[config.mk]
export PLATFORM = sky130hd
export DESIGN_NAME = instr_fetch
export DESIGN_NICKNAME = d
export VERILOG_FILES = /design/src/rtl/instr_fetch.sv
export SDC_FILE = /design/constraint.sdc
export NUM_CORES = 1
export LEC_CHECK = 0
export CAP_MARGIN = 10
export CORE_MARGIN = 2
export CORE_UTILIZATION = 61
export DETAILED_ROUTE_END_ITERATION = 12
export DONT_BUFFER_PORTS = 1
export PLACE_DENSITY = 0.85
export SLEW_MARGIN = 20
export SYNTH_ARGS = -nofsm -noshare
export SYNTH_HDL_FRONTEND = slang
export SYNTH_SLANG_ARGS = --single-unit
[constraint.sdc]
create_clock -name Clk -period 1.75 [get_ports Clk]
set_input_delay 0.35 -clock Clk [delete_from_list [all_inputs] [get_ports Clk]]
set_output_delay 0.35 -clock Clk [all_outputs]
set_load 0.01 [all_outputs]
[src/rtl/instr_fetch.sv]
// Program counter and fetch stage: drives instruction-memory address, registers the
// fetched word into IR, applies taken branches with a one-slot squash, supports stall.
module instr_fetch #(
  parameter int unsigned          PC_W    = 10,
  parameter int unsigned          INSTR_W = 9,
  parameter int unsigned          OP_HI   = 8,
  parameter int unsigned          OP_W    = 3,
  parameter logic [OP_W-1:0]      HALT_OP = 3'b111
) (
  input  logic               Clk,
  input  logic               Reset_n,
  input  logic               start,
  input  logic               stall,
  input  logic               branch_taken,
  input  logic [PC_W-1:0]    branch_target,
  output logic [PC_W-1:0]    imem_addr,
  input  logic [INSTR_W-1:0] imem_data,
  output logic [INSTR_W-1:0] ir,
  output logic               ir_valid,
  output logic [PC_W-1:0]    ir_pc,
  output logic [OP_W-1:0]    opcode,
  output logic               done
);

  localparam logic [1:0] S_IDLE = 2'd0;
  localparam logic [1:0] S_RUN  = 2'd1;
  localparam logic [1:0] S_DONE = 2'd2;

  logic [1:0]         state_q, state_d;
  logic [PC_W-1:0]    pc_q, pc_d;
  logic [INSTR_W-1:0] ir_q, ir_d;
  logic [PC_W-1:0]    ir_pc_q, ir_pc_d;
  logic               valid_q, valid_d;
  logic               done_q, done_d;
  logic               halt_hit;

  assign halt_hit = valid_q && (ir_q[OP_HI -: OP_W] == HALT_OP);

  always_comb begin
    state_d = state_q;
    pc_d    = pc_q;
    ir_d    = ir_q;
    ir_pc_d = ir_pc_q;
    valid_d = valid_q;
    done_d  = done_q;
    case (state_q)
      S_IDLE, S_DONE: begin
        if (start) begin
          state_d = S_RUN;
          pc_d    = '0;
          valid_d = 1'b0;
          done_d  = 1'b0;
        end
      end
      S_RUN: begin
        // Priority while advancing: halt, then branch squash, then sequential fetch.
        if (!stall) begin
          if (halt_hit) begin
            state_d = S_DONE;
            done_d  = 1'b1;
            valid_d = 1'b0;
          end else if (branch_taken && valid_q) begin
            pc_d    = branch_target;
            valid_d = 1'b0;
          end else begin
            ir_d    = imem_data;
            ir_pc_d = pc_q;
            valid_d = 1'b1;
            pc_d    = pc_q + PC_W'(1);
          end
        end
      end
      default: begin
        state_d = S_IDLE;
        valid_d = 1'b0;
      end
    endcase
  end

  always_ff @(posedge Clk or negedge Reset_n) begin
    if (!Reset_n) begin
      state_q <= S_IDLE;
      pc_q    <= '0;
      ir_q    <= '0;
      ir_pc_q <= '0;
      valid_q <= 1'b0;
      done_q  <= 1'b0;
    end else begin
      state_q <= state_d;
      pc_q    <= pc_d;
      ir_q    <= ir_d;
      ir_pc_q <= ir_pc_d;
      valid_q <= valid_d;
      done_q  <= done_d;
    end
  end

  assign imem_addr = pc_q;
  assign ir        = ir_q;
  assign ir_valid  = valid_q;
  assign ir_pc     = ir_pc_q;
  assign opcode    = ir_q[OP_HI -: OP_W];
  assign done      = done_q;

endmodule
==> results.ini, run 1 <==
[run_status]
run_status = complete, no violations

[sta]
setup_viol = 0
tightest_slew_ns = 0.540
final_min_period_over_clock_period_pct = 89.9
final_ws_setup_ns = 0.176
fin_tns_setup_ns = 0
worst_case_headroom_to_the_max_slew_limit_pct = 64.0
fmax_mhz = 636
timing.clock.skew_ns = 0.00434
rsz_0062_raised_after_global_routing = false
timing.final.max_slew_violations = 0
hold_violations = 0
min_tclk_post_route_ns = 1.57

[grt]
overflow = 0
grt_max_degree = 34
met2_usage_pct = 37.8
grt.met3_usage_pct = 9.07
number_of_global_route_vias_before_repair = 1210
grt.busiest_layer = met2
gr_layer_usage_met1_pct = 27.4
initial_antenna_violation_count = 0
combined_global_route_utilization_of_all_metal_layers_pct = 23.5
grt_pass1_wl_mm = 5.67

[clock_tree]
clock-sinks = 33
clk_latency_ns = 0.33
number_of_buffers_inserted_during_clock_tree_synthesis = 5
cts_tree = done
htree_levels = 2
cts.root.buffer_cell = sky130_fd_sc_hd__clkbuf_4
clockBufferDepth = 2
clkSlewWorstSetupHoldPaths_ns = 0.09

[pwr]
peakVddDrop_uv = 1210
pwr-share-seq_pct = 48.3
internal_power_mw = 1.91
p_leak_nw = 0.788
power_per_cell_area_mw_per_mm2 = 1810
power.combinational.fraction_pct = 39.2
p_sw_share_pct = 40.2
p_switching_mw = 1.29
p_clk_share_pct = 12.5

[yosys]
synthesis.yosys.warnings = 0
syn-num-nets = 161
synthTopCellsByArea = sky130_fd_sc_hd__dfrtp_1, sky130_fd_sc_hd__mux2_4, sky130_fd_sc_hd__mux2_2, sky130_fd_sc_hd__nand2_1, sky130_fd_sc_hd__o21ai_0
yosysSeqAreaShare_pct = 50.4
synth_compound_gate_area_share_pct = 12.3
yosys.cell_types.count = 30
post_synth_mux_area_share_pct = 18.8
synth_top_family_by_area = multiplexers
ys_ff_latch = 33
yosys.area_share.simple_pct = 12.1
synthAdderAreaFrac_pct = 0.764
yosysTopAreaCell = sky130_fd_sc_hd__dfrtp_1
synthDominantCellAreaShare_pct = 50.4
avgSynthCellArea_um2 = 12.0
synthesized_instance_count = 136
synth_xor_area_share_pct = 1.60
mappedNetlistArea_mm2 = 0.00164

[place]
detailedPlacementHpwl_mm = 2.38
placement.io_buffers = 0
place_ws_ns = 0.200
place_congestion = 0.813

[drt]
residual_drc_count = 0
first_drt_pass_iteration_count = 4
avgViaCountPerCell = 6.43
wire_per_inst_um = 18.7
totalWireLength_mm = 3.32
drtIter0Drc = 21
antenna_left = 0
number_of_vias_after_detailed_routing = 1138

[job]
max_cap_violations = 0

[floorplanning]
chipHeight_um = 55.8
rows = 18
core_region_area_mm2 = 0.00250
top_level_ports = 58
dieArea_mm2 = 0.00312
die_width_um = 55.8
floorplan.initialDensity_pct = 65.5

[finish]
final_nets = 171
antenna_fix_cells = 0
syn2layout_area_growth_pct = 7.79
post_route_cells_drive_above_1_share_pct = 25.9
utilization_pct = 70.6
nFillCells = 176

[worst_setup_path]
crit_arrival_ns = 1.84
critPathCaptureType = flop
timing.critical_path.from_type = flop
path_max_fanout = 15
timing.critical_path.required_ns = 2.02
worst-setup-path-type = reg -> reg

[min_path]
min-delay-path-class = in -> reg

[state kept, by name (all words and copies together) (netlist names)]
register,count
ir_valid,1
state_q,2
ir_pc,10
ir,9
done,1
imem_addr,10
[worst max-delay path, cell delays in order (launching register included)]
cell and delay (ns):
sky130_fd_sc_hd__dfrtp_1 0.52, sky130_fd_sc_hd__and2_1 0.52, sky130_fd_sc_hd__nand2_1 0.12, sky130_fd_sc_hd__mux2_2 0.27, sky130_fd_sc_hd__o21ai_1 0.07
[worst paths after layout]
kind / from / end / slack, ns / cells after the start
worst max-delay path: ir_valid$_DFFE_PN0P_ / imem_addr[9]$_DFFE_PN0P_ / 0.18 / 4
worst min register to register: ir[2]$_DFFE_PN0P_ / ir[2]$_DFFE_PN0P_ / 0.59 / 1
max in group asynchronous: Reset_n / imem_addr[1]$_DFFE_PN0P_ / 1.12 / 2
worst min-delay path: start / state_q[1]$_DFFE_PN0P_ / 0.11 / 1
worst max register to register: ir_valid$_DFFE_PN0P_ / imem_addr[9]$_DFFE_PN0P_ / 0.18 / 4
min in group asynchronous: Reset_n / ir_valid$_DFFE_PN0P_ / 0.46 / 2
[layer usage]
| metal | share of wire (%) | vias up |
|---|---|---|
| li1 | - | 510 |
| met1 | 40 | 558 |
| met2 | 48 | 58 |
| met3 | 9.1 | 12 |
| met4 | 2.7 | 0 |
| met5 | 0 | - |
[cell usage in the layout (no fill, tap or decap), types with 5 or more instances in the layout]
cell                         n
sky130_fd_sc_hd__buf_4       7
sky130_fd_sc_hd__o2bb2ai_1   5
sky130_fd_sc_hd__clkbuf_4    5
sky130_fd_sc_hd__o21ai_0    10
sky130_fd_sc_hd__dfrtp_1    33
sky130_fd_sc_hd__nand2_1    15
sky130_fd_sc_hd__nor2_1      6
sky130_fd_sc_hd__a21oi_1     5
sky130_fd_sc_hd__mux2_2      6
sky130_fd_sc_hd__mux2_4     14
[power by group through the flow]
stage | logic, mW | registers, mW | clock network [mW]
6_report | 1.25 | 1.55 | 0.399
5_1_grt | 1.37 | 1.60 | 0.442
4_1_cts | 1.26 | 1.55 | 0.409
3_5_place_dp | 1.23 | 1.56 | 0
3_3_place_gp | 1.17 | 1.55 | 0
2_1_floorplan | 0.946 | 1.55 | 0
[cell usage after synthesis (all sizes together)]
cell	n
nand4	2
ha	1
buf	7
nand2	15
xnor2	3
mux2i	3
o31ai	2
mux2	20
a21bo	1
dfrtp	33
nor3b	1
inv	1
nor4	3
o21ai	13
nor2	6
nor3	3
o2bb2ai	5
a22oi	1
a41oi	1
nand3	4
and2b	1
a21boi	1
a21oi	5
nand2b	3
and2	1
[cell type report]
| type | instances | area (um2) | area share [%] |
|---|---|---|---|
| flip-flops and latches | 33 | 826 | 46.8 |
| multi-input cells | 95 | 747 | 42.3 |
| repair buffers | 10 | 103 | 5.81 |
| clock buffers | 8 | 48.8 | 2.76 |
| well taps | 30 | 37.5 | 2.13 |
| inverters | 1 | 3.75 | 0.213 |
[cells by family after synthesis]
kind of cell	Yosys count
buffers and inverters	8
muxes	23
and+or+nand+nor	39
xor gates and xnor gates	3
DFF	33
AOI/OAI and AO/OA	29
adders and majority gates	1
[per-stage QoR]
| stage | power [mW] | hold slack, ns | cell area (um2) | instances |
|---|---|---|---|---|
| after global routing | 3.41 | 0.116 | 1770 | 177 |
| after floorplan | 2.49 | 0.0544 | 1640 | 136 |
| after CTS | 3.21 | 0.110 | 1770 | 177 |
| after detailed placement | 2.79 | 0.0552 | 1690 | 167 |
| final | 3.20 | 0.115 | 1770 | 177 |
| after global placement | 2.72 | 0.0552 | 1690 | 167 |
[repair_timing]
action / in CTS / in global routing
resized for setup: 0 / 0
hold buffers: 2 / 0
endpoints found under the hold margin: 33 / 0
buffers inserted: 0 / 0
(Power assumes the default switching activity.)
==> run 2, diff against run 1 <==
--- a/config.mk
+++ b/config.mk
@@ -7,10 +7,9 @@
 export LEC_CHECK = 0
 export CAP_MARGIN = 10
 export CORE_MARGIN = 2
-export CORE_UTILIZATION = 61
+export CORE_UTILIZATION = 44
 export DETAILED_ROUTE_END_ITERATION = 12
-export DONT_BUFFER_PORTS = 1
-export PLACE_DENSITY = 0.85
+export PLACE_DENSITY = 0.87
 export SLEW_MARGIN = 20
 export SYNTH_ARGS = -nofsm -noshare
 export SYNTH_HDL_FRONTEND = slang
==> run 2 against run 1 <==
  * Final area up 36%
  * Via count up 15%
  * Sequential share of layout area down 12 points
  * Critical path depth down 3
  * Sequential power down 6%
  * Maximum frequency down 7.0%
  * Core utilization down 3.8 points
  * Critical path type is now reg -> out
==> results.ini, run 2 (synthesis results as in run 1) <==
[clock_tree]
cts_tree = done
htree_levels = 2
cts.root.buffer_cell = sky130_fd_sc_hd__clkbuf_8
clk_latency_ns = 0.28
cts_hold_repair.buffers = 0
clockBufferDepth = 2
post_cts_resized = 0
clkSlewWorstSetupHoldPaths_ns = 0.06
clock-sinks = 33
number_of_buffers_inserted_during_clock_tree_synthesis = 5
cts.repair_timing.setup_buffer_count = 0

[drt]
number_of_vias_after_detailed_routing = 1305
drtIter0Drc = 108
wire_per_inst_um = 14.2
antenna_left = 0
first_drt_pass_iteration_count = 4
totalWireLength_mm = 3.58
avgViaCountPerCell = 5.18
residual_drc_count = 0

[grt]
overflow = 0
combined_global_route_utilization_of_all_metal_layers_pct = 18.7
number_of_global_route_vias_before_repair = 1183
grt_max_degree = 34
initial_antenna_violation_count = 0
grt_pass1_wl_mm = 5.86

[worst_setup_path]
critPathCaptureType = primary output
timing.critical_path.required_ns = 1.40
critical-path-slowest-cell = sky130_fd_sc_hd__clkdlybuf4s50_1
crit_arrival_ns = 1.34
worst_path_largest_cell_delay_ns = 0.59
timing.critical_path.from_type = flop
worst-setup-path-type = reg -> out
cpLargestDelayFamily = buffers and inverters
critical_path_buf_inv_count = 1
crit_path_cell_trace = clkdlybuf4s50_1
path_max_fanout = 7

[floorplanning]
die_width_um = 65.0
top_level_ports = 58
rows = 22
core_region_area_mm2 = 0.00361
floorplan.initialDensity_pct = 45.4
chipHeight_um = 65.0
dieArea_mm2 = 0.00423

[finish]
antenna_fix_cells = 0
mostFrequentLayoutCell = sky130_fd_sc_hd__clkdlybuf4s50_1
layout.cells.most_common_list = sky130_fd_sc_hd__clkdlybuf4s50_1, sky130_fd_sc_hd__dfrtp_1, sky130_fd_sc_hd__nand2_1
final_nets = 228
post_route_cells_drive_above_1_share_pct = 21.1
syn2layout_area_growth_pct = 47.1
finalNonFillerCells = 252

[run_status]
run_status = complete, no violations

[sta]
timing.final.max_slew_violations = 0
hold_violations = 0
tightest_slew_ns = 0.411
final_min_period_over_clock_period_pct = 96.6
finalHoldWorstSlack_ns = 0.476
fmax_mhz = 591
setup_viol = 0
final_ws_setup_ns = 0.0587
timing.clock.skew_ns = 0.00390
rsz_0062_raised_after_global_routing = false
worst_case_headroom_to_the_max_slew_limit_pct = 72.6
min_tclk_post_route_ns = 1.69

[place]
placedCellCount = 244
place_ws_ns = -0.0744
place_congestion = 0.803
placement.io_buffers = 57
detailedPlacementHpwl_mm = 2.62

[job]
max_cap_violations = 0

[pwr]
power.total_mw = 4.08
power_per_cell_area_mw_per_mm2 = 1690
peakVddDrop_uv = 879
p_leak_nw = 1.03

[min_path]
min-delay-path-class = in -> async

==> run 2: changes by cell type in the layout (fill, tap and decap cells not counted), moves of 3 or more <==
cell | before | now
sky130_fd_sc_hd__clkbuf_1 | 3 | 0
sky130_fd_sc_hd__clkbuf_4 | 5 | 0
sky130_fd_sc_hd__clkbuf_8 | 0 | 7
sky130_fd_sc_hd__clkdlybuf4s50_1 | 0 | 57
==> run 2: layer usage <==
layer	up-vias	part of all wire (%)	GRT usage, %
li1	627	-	-
met1	625	45	24.7
met2	46	46	28.5
met3	7	6.9	5.21
met4	0	2.1	8.59
met5	-	0	0
==> run 2: worst paths after layout <==
path	start	endpoint	slack, ns	cells after the start
worst max-delay path	imem_addr[4]$_DFFE_PN0P_	imem_addr[4]	0.06	1
worst min-delay path	Reset_n	imem_addr[4]$_DFFE_PN0P_	0.48	2
worst max register to register	ir[8]$_DFFE_PN0P_	ir[7]$_DFFE_PN0P_	0.26	4
worst min register to register	ir_pc[4]$_DFFE_PN0P_	ir_pc[4]$_DFFE_PN0P_	0.51	1
max in group asynchronous	Reset_n	imem_addr[3]$_DFFE_PN0P_	0.96	2
min in group Clk	ir_pc[4]$_DFFE_PN0P_	ir_pc[4]$_DFFE_PN0P_	0.51	1
==> run 2: through the flow <==
| step | setup TNS, ns | area [um2] | utilization (%) |
|---|---|---|---|
| 3_3_place_gp | -0.552 | 2310 | 64.0 |
| 5_1_grt | 0 | 2410 | 66.8 |
| 3_5_place_dp | -0.995 | 2310 | 64.0 |
| 6_report | 0 | 2410 | 66.8 |
| 2_1_floorplan | 0 | 1640 | - |
| 4_1_cts | 0 | 2410 | 66.8 |
==> run 2: cell type report <==
type	instances	area, um2
well taps	48	60.1
flip-flops and latches	33	827
repair buffers	67	671
clock inverters	1	5.00
inverters	1	3.75
fillers	272	1200
clock buffers	7	96.3
multi-input cells	95	747
==> run 2: worst register-to-register path, stage by stage (launching register included) <==
cell and delay [ns]:
sky130_fd_sc_hd__dfrtp_1 0.44, sky130_fd_sc_hd__a41oi_4 0.31, sky130_fd_sc_hd__nand3_4 0.13, sky130_fd_sc_hd__buf_4 0.19, sky130_fd_sc_hd__mux2_4 0.30
==> run 2: where the power goes <==
part	total, mW	leakage (nW)	internal (mW)	switching, mW
sequential	1.45	0.414	1.09	0.355
clock	0.622	0.0542	0.355	0.267
combinational	2.01	0.560	1.25	0.758
==> run 3, diff against run 2 <==
--- a/config.mk
+++ b/config.mk
@@ -8,6 +8,7 @@
 export CAP_MARGIN = 10
 export CORE_MARGIN = 2
 export CORE_UTILIZATION = 44
+export CTS_CLUSTER_SIZE = 28
 export DETAILED_ROUTE_END_ITERATION = 12
 export PLACE_DENSITY = 0.87
 export SLEW_MARGIN = 20
==> results of run 3 <==
Final layout, timing and power as in run 2 (identical DEF).
